<file path="config.mk">
export PLATFORM = sky130hd
export DESIGN_NAME = cbus_rr_arbiter
export DESIGN_NICKNAME = d
export VERILOG_FILES = /design/src/rtl/cbus_rr_arbiter_pkg.sv /design/src/rtl/cbus_rr_arbiter_rr_pick.sv /design/src/rtl/cbus_rr_arbiter.sv
export SDC_FILE = /design/constraint.sdc
export NUM_CORES = 1
export LEC_CHECK = 0
export CAP_MARGIN = 20
export CELL_PAD_IN_SITES_DETAIL_PLACEMENT = 0
export CELL_PAD_IN_SITES_GLOBAL_PLACEMENT = 1
export CORE_AREA = 2 2 133 135
export DETAILED_ROUTE_END_ITERATION = 8
export DIE_AREA = 0 0 135 137
export PLACE_DENSITY_LB_ADDON = 0.1
export SYNTH_ARGS = -nofsm -noshare
export SYNTH_HDL_FRONTEND = slang
export SYNTH_SLANG_ARGS = --single-unit
export TNS_END_PERCENT = 1
</file>
<file path="constraint.sdc">
create_clock -name clk -period 1.85 [get_ports clk]
set_clock_uncertainty 0.2 [all_clocks]
set_input_delay 0.37 -clock clk [delete_from_list [all_inputs] [get_ports clk]]
set_output_delay 0.37 -clock clk [all_outputs]
set_load 0.02 [all_outputs]
</file>
<file path="src/rtl/cbus_rr_arbiter_pkg.sv">
// Shared cache-bus types for the cbus round-robin arbiter and its helpers.
package cbus_rr_arbiter_pkg;

  typedef enum logic [1:0] {MSIZE1, MSIZE2, MSIZE4, MSIZE8} cbus_size_t;

  // Encoded as beats-1 so that a burst carries len+1 beats.
  typedef enum logic [3:0] {
    MLEN1  = 4'd0,
    MLEN2  = 4'd1,
    MLEN4  = 4'd3,
    MLEN8  = 4'd7,
    MLEN16 = 4'd15
  } cbus_len_t;

  typedef struct packed {
    logic        valid;
    logic        is_write;
    cbus_size_t  size;
    logic [31:0] addr;
    logic [3:0]  strobe;
    logic [31:0] data;
    cbus_len_t   len;
  } cbus_req_t;

  typedef struct packed {
    logic        okay;
    logic        ready;
    logic        last;
    logic [31:0] data;
  } cbus_resp_t;

  typedef enum logic {IDLE, BUSY} arb_state_t;

  // a + b modulo n, for a, b already in [0, n).
  function automatic int wrap_add(input int a, input int b, input int n);
    int s;
    s = a + b;
    if (s >= n) s = s - n;
    return s;
  endfunction

endpackage

</file>
<file path="src/rtl/cbus_rr_arbiter_rr_pick.sv">
// Round-robin picker: first valid index at or after ptr, wrapping at NUM_REQ.
module rr_pick
  import cbus_rr_arbiter_pkg::*;
#(
  parameter int NUM_REQ = 2,
  parameter int IDX_BIT = 1
) (
  input  logic [NUM_REQ-1:0] valid,
  input  logic [IDX_BIT-1:0] ptr,
  output logic               found,
  output logic [IDX_BIT-1:0] idx
);

  logic [NUM_REQ-1:0] rot;
  int                 sel;

  always_comb begin
    rot = '0;
    for (int i = 0; i < NUM_REQ; i++) rot[i] = valid[wrap_add(i, int'(ptr), NUM_REQ)];
    sel = 0;
    for (int i = NUM_REQ - 1; i >= 0; i--) begin
      if (rot[i]) sel = i;
    end
    found = |rot;
    idx   = IDX_BIT'(wrap_add(sel, int'(ptr), NUM_REQ));
  end

endmodule

</file>
<file path="src/rtl/cbus_rr_arbiter.sv">
// Round-robin arbiter sharing one cache bus between NUM_REQ masters, one grant per burst.
//   state | meaning
//   IDLE  | no grant; pick next master from rr_ptr, outputs all zero
//   BUSY  | owner's request passed to the bridge, bridge response routed to owner
module cbus_rr_arbiter
  import cbus_rr_arbiter_pkg::*;
#(
  parameter int NUM_REQ = 2,
  parameter int IDX_BIT = (NUM_REQ > 1) ? $clog2(NUM_REQ) : 1
) (
  input  logic               clk,
  input  logic               reset,
  input  cbus_req_t          ireqs  [NUM_REQ],
  output cbus_resp_t         oresps [NUM_REQ],
  output cbus_req_t          oreq,
  input  cbus_resp_t         iresp,
  output logic               busy,
  output logic [IDX_BIT-1:0] owner
);

  arb_state_t         state, state_nxt;
  logic [IDX_BIT-1:0] owner_nxt, rr_ptr, rr_ptr_nxt, owner_wrap;
  logic [7:0]         beat_cnt, beat_nxt, beat_inc;
  logic [NUM_REQ-1:0] req_valid;
  logic               pick_found;
  logic [IDX_BIT-1:0] pick_idx;

  always_comb begin
    req_valid = '0;
    for (int i = 0; i < NUM_REQ; i++) req_valid[i] = ireqs[i].valid;
  end

  rr_pick #(.NUM_REQ(NUM_REQ), .IDX_BIT(IDX_BIT)) u_pick (
    .valid (req_valid),
    .ptr   (rr_ptr),
    .found (pick_found),
    .idx   (pick_idx)
  );

  assign beat_inc   = (beat_cnt == 8'hff) ? beat_cnt : beat_cnt + 8'd1;
  assign owner_wrap = (int'(owner) == NUM_REQ - 1) ? '0 : owner + IDX_BIT'(1);

  always_ff @(posedge clk or posedge reset) begin
    if (reset) begin
      state    <= IDLE;
      owner    <= '0;
      rr_ptr   <= '0;
      beat_cnt <= '0;
    end else begin
      state    <= state_nxt;
      owner    <= owner_nxt;
      rr_ptr   <= rr_ptr_nxt;
      beat_cnt <= beat_nxt;
    end
  end

  always_comb begin
    state_nxt  = state;
    owner_nxt  = owner;
    rr_ptr_nxt = rr_ptr;
    beat_nxt   = beat_cnt;
    case (state)
      IDLE: begin
        if (pick_found) begin
          state_nxt = BUSY;
          owner_nxt = pick_idx;
          beat_nxt  = '0;
        end
      end
      BUSY: begin
        // A last flag without ready is not a completed beat; the grant holds.
        if (iresp.ready) begin
          beat_nxt = beat_inc;
          if (iresp.last) begin
            state_nxt  = IDLE;
            rr_ptr_nxt = owner_wrap;
          end
        end
      end
      default: state_nxt = IDLE;
    endcase
  end

  assign busy = (state == BUSY);

  always_comb begin
    oreq = '0;
    if (busy) oreq = ireqs[owner];
    for (int i = 0; i < NUM_REQ; i++) begin
      oresps[i] = '0;
      if (busy && owner == IDX_BIT'(i)) oresps[i] = iresp;
    end
  end

  // Master protocol checks; no functional effect on the grant.
  a_beat_count: assert property (@(posedge clk) disable iff (reset)
    (busy && iresp.ready && iresp.last) |-> (beat_inc == 8'(oreq.len) + 8'd1));
  a_valid_held: assert property (@(posedge clk) disable iff (reset)
    busy |-> oreq.valid);
  a_req_stable: assert property (@(posedge clk) disable iff (reset)
    (busy && $past(busy)) |-> $stable(oreq));

endmodule
</file>
==> run summary <==
outcome = finished with violations
failing checks = negative setup slack
largest fanout on the critical path = 16
slowest cell delay on critical path = 530 ps
register area share after synthesis = 3.681%
Req. time, crit path = 1280 ps
Root Driver = clkbuf_16
Clk Latency, worst-skew pair = 230 ps
quantity of I/O buffers inserted on ports = 336
setup violators final = 146
crit path cell chain = buf_4 -> buf_12 -> buf_6 -> and3_1 -> buf_4
ant diodes = 0
Avg Inst Size Synth = 7.725 sq um
vias per cell = 3.830
clock slew at reported path FFs = 30 ps
most common cell after layout, fill and taps aside = clkdlybuf4s50_1
number of clock sinks = 3
Power Dens Cells = 703.8 nW/um^2
most used cells in the layout excluding fill and tap cells = clkdlybuf4s50_1, buf_4, nor2b_1
number of antenna violations at the first check in global routing = 0
wire per inst = 15.13 microns
kind of end point of the critical path = output port
internal power = 2.126 mW
layout net count = 785
net count after synthesis = 453
number of different library cells in the post-synthesis netlist = 17
I/O Pins = 337
final wirelength = 12410 microns
Setup Crit Path Kind = flip-flop to output port
final weighted congestion in routability-driven placement = 0.7984
DRC viols = 0
switching share of total power = 45.32%
Static Leak = 2.670 nW
logic gate share of total power = 88.2%
wire length of the first global-routing pass = 17270 microns
number of buffers inserted by hold repair at cts = 0
overflow left after global routing = 0
floorplan core area = 17060 sq um
yosys warns = 0
Post-Layout Cell Count = 820
critical path launch point type = flip-flop
initial drt markers = 26
Longest Clk Path Bufs = 2
depth of the CTS H-tree = 1
Die Footprint = 18500 sq um
transition at the pin with the smallest max-transition slack = 297.3 ps
number of nets still failing antenna checks after routing = 0
number of buffers added by the clock tree synthesis step = 3
setup repair after global routing missed its margin = true
Final period util = 112.7%
number of placed cells counting well taps = 810
CP bufs+invs = 4
portion of total power attributed to the clock network = 8.9%
total track usage = 11.79%
vias = 3141
highest-delay cell along the critical path = dfrtp_4
Detail Placement HPWL = 9820 microns
final-report max-slew violation count = 0
# rows = 48
Final Core Density = 32.39%
Worst Hold Margin = 162.6 ps
final hold violation count = 0
Post-Synthesis Cells = 264
smallest setup slack after layout = -234.9 ps
class of the tightest hold or removal check = primary input to async pin
Arr. time, crit path = 1510 ps
switching power summed over all nets = 1.762 mW
synthesis-to-finish area growth = 170.9%
portion of total power attributed to sequential cells = 2.9%
pin count of the biggest net entering global routing = 54
top cell family by delay on the critical path = buffers and inverters
Die Span Y = 137 microns
via count of the first global-routing pass = 3217
flip-flop and latch count after synthesis = 3
Fmax = 479.6 MHz
starting density of the core = 11.96%
area of the mapped netlist = 2039 sq um
Slew HR = 80.18%
total placed instance area = 5650 sq um
proportion of layout cells with a drive suffix above 1 = 29.58%
Final Instance Area = 5524 sq um
Max IR drop VDD = 0.0003066 V
clock period minus worst slack = 2085 ps
CTS tree = built
count of maximum capacitance violations = 0
die extent in x = 135 microns
1st-pass router iterations = 4
Most Frequent Cell on Critical Path = buf_4
==> final cells by class <==
| cell class | count | area [sq um] |
|---|---|---|
| inverters | 1 | 3.754 |
| fillers | 1821 | 11530 |
| repair buffers | 356 | 3336 |
| flip-flops and latches | 3 | 80.08 |
| well taps | 225 | 281.5 |
| multi-input cells | 231 | 1744 |
| clock buffers | 4 | 78.83 |
==> sequential cells by signal, indices dropped and copies added, names as in the netlist <==
signal / flops
rr_ptr: 1
owner: 1
busy: 1
==> power groups by stage <==
stage	sequential [mW]	combinational [mW]	clock, mW
detailed placement	0.114	3.52	0
floorplan	0.0970	1.89	0
global route	0.116	3.65	0.365
CTS	0.112	3.44	0.351
finish	0.112	3.43	0.347
global placement	0.113	3.52	0
==> path summary, 6_finish.rpt <==
| check | endpoint | cells after the start | startpoint | slack, ps |
|---|---|---|---|---|
| setup / recovery | oresps[24] | 5 | owner | -230 |
| hold / removal | rr_ptr | 2 | reset | 160 |
| setup reg to reg | owner | 3 | owner | 550 |
| hold reg to reg | owner | 2 | rr_ptr | 330 |
| max in group asynchronous | owner | 2 | reset | 1140 |
| min in group clk | owner | 2 | rr_ptr | 330 |
==> synth_stat cells <==
master,instances,area (sq um)
nor2b_1,78,488.0
a41oi_1,1,8.760
nor2b_4,1,13.76
and3_1,35,219.0
nor3_1,1,5.000
a2bb2oi_1,1,8.760
nand2_1,1,3.750
mux2i_1,76,760.7
dfrtp_1,3,75.07
inv_1,1,3.750
buf_2,1,5.000
clkbuf_1,13,48.80
and2_1,35,219.0
buf_12,5,100.1
buf_4,7,52.55
a31oi_1,2,12.51
clkbuf_2,3,15.01
==> cell families (layout without fill, tap and decap cells) <==
family,after synthesis,count (layout),synth area share [%]
buffers and inverters,30,361,11.04
and+or+nand+nor,151,151,46.50
AOI/OAI and AO/OA,4,4,1.472
DFF,3,3,3.681
muxes,76,76,37.30
==> repair_timing <==
item,CTS,global route
hold endpoints to repair,0,0
cloned,1,2
gates resized for setup,711,15
endpoints found under the setup margin,148,147
buffers inserted,3,1
==> worst register-to-register path, delay by kind of cell (launching register included) <==
family                 cells  cell delay (ps)
DFF                        1              530
buffers and inverters      2              310
AOI/OAI and AO/OA          1              140
==> metrics by stage <==
step                total power, mW  setup slack, ps  TNS (ps)
floorplan                     1.990           -60.19     -2599
detailed placement            3.632           -477.4    -51530
finish                        3.888           -234.9    -25670
global placement              3.635           -471.0    -50730
global route                  4.131           -298.2    -35000
CTS                           3.900           -377.8    -28120
==> routing by layer <==
| layer | wire length, microns | part of all wire, % | GRT usage [%] |
|---|---|---|---|
| met1 | 4137 | 33 | 11.45 |
| met2 | 6674 | 54 | 23.63 |
| met3 | 1345 | 11 | 3.519 |
| met4 | 250 | 2.0 | 3.762 |
| met5 | 0 | 0 | 0 |
Note: power is estimated with default switching activity, not from simulation.
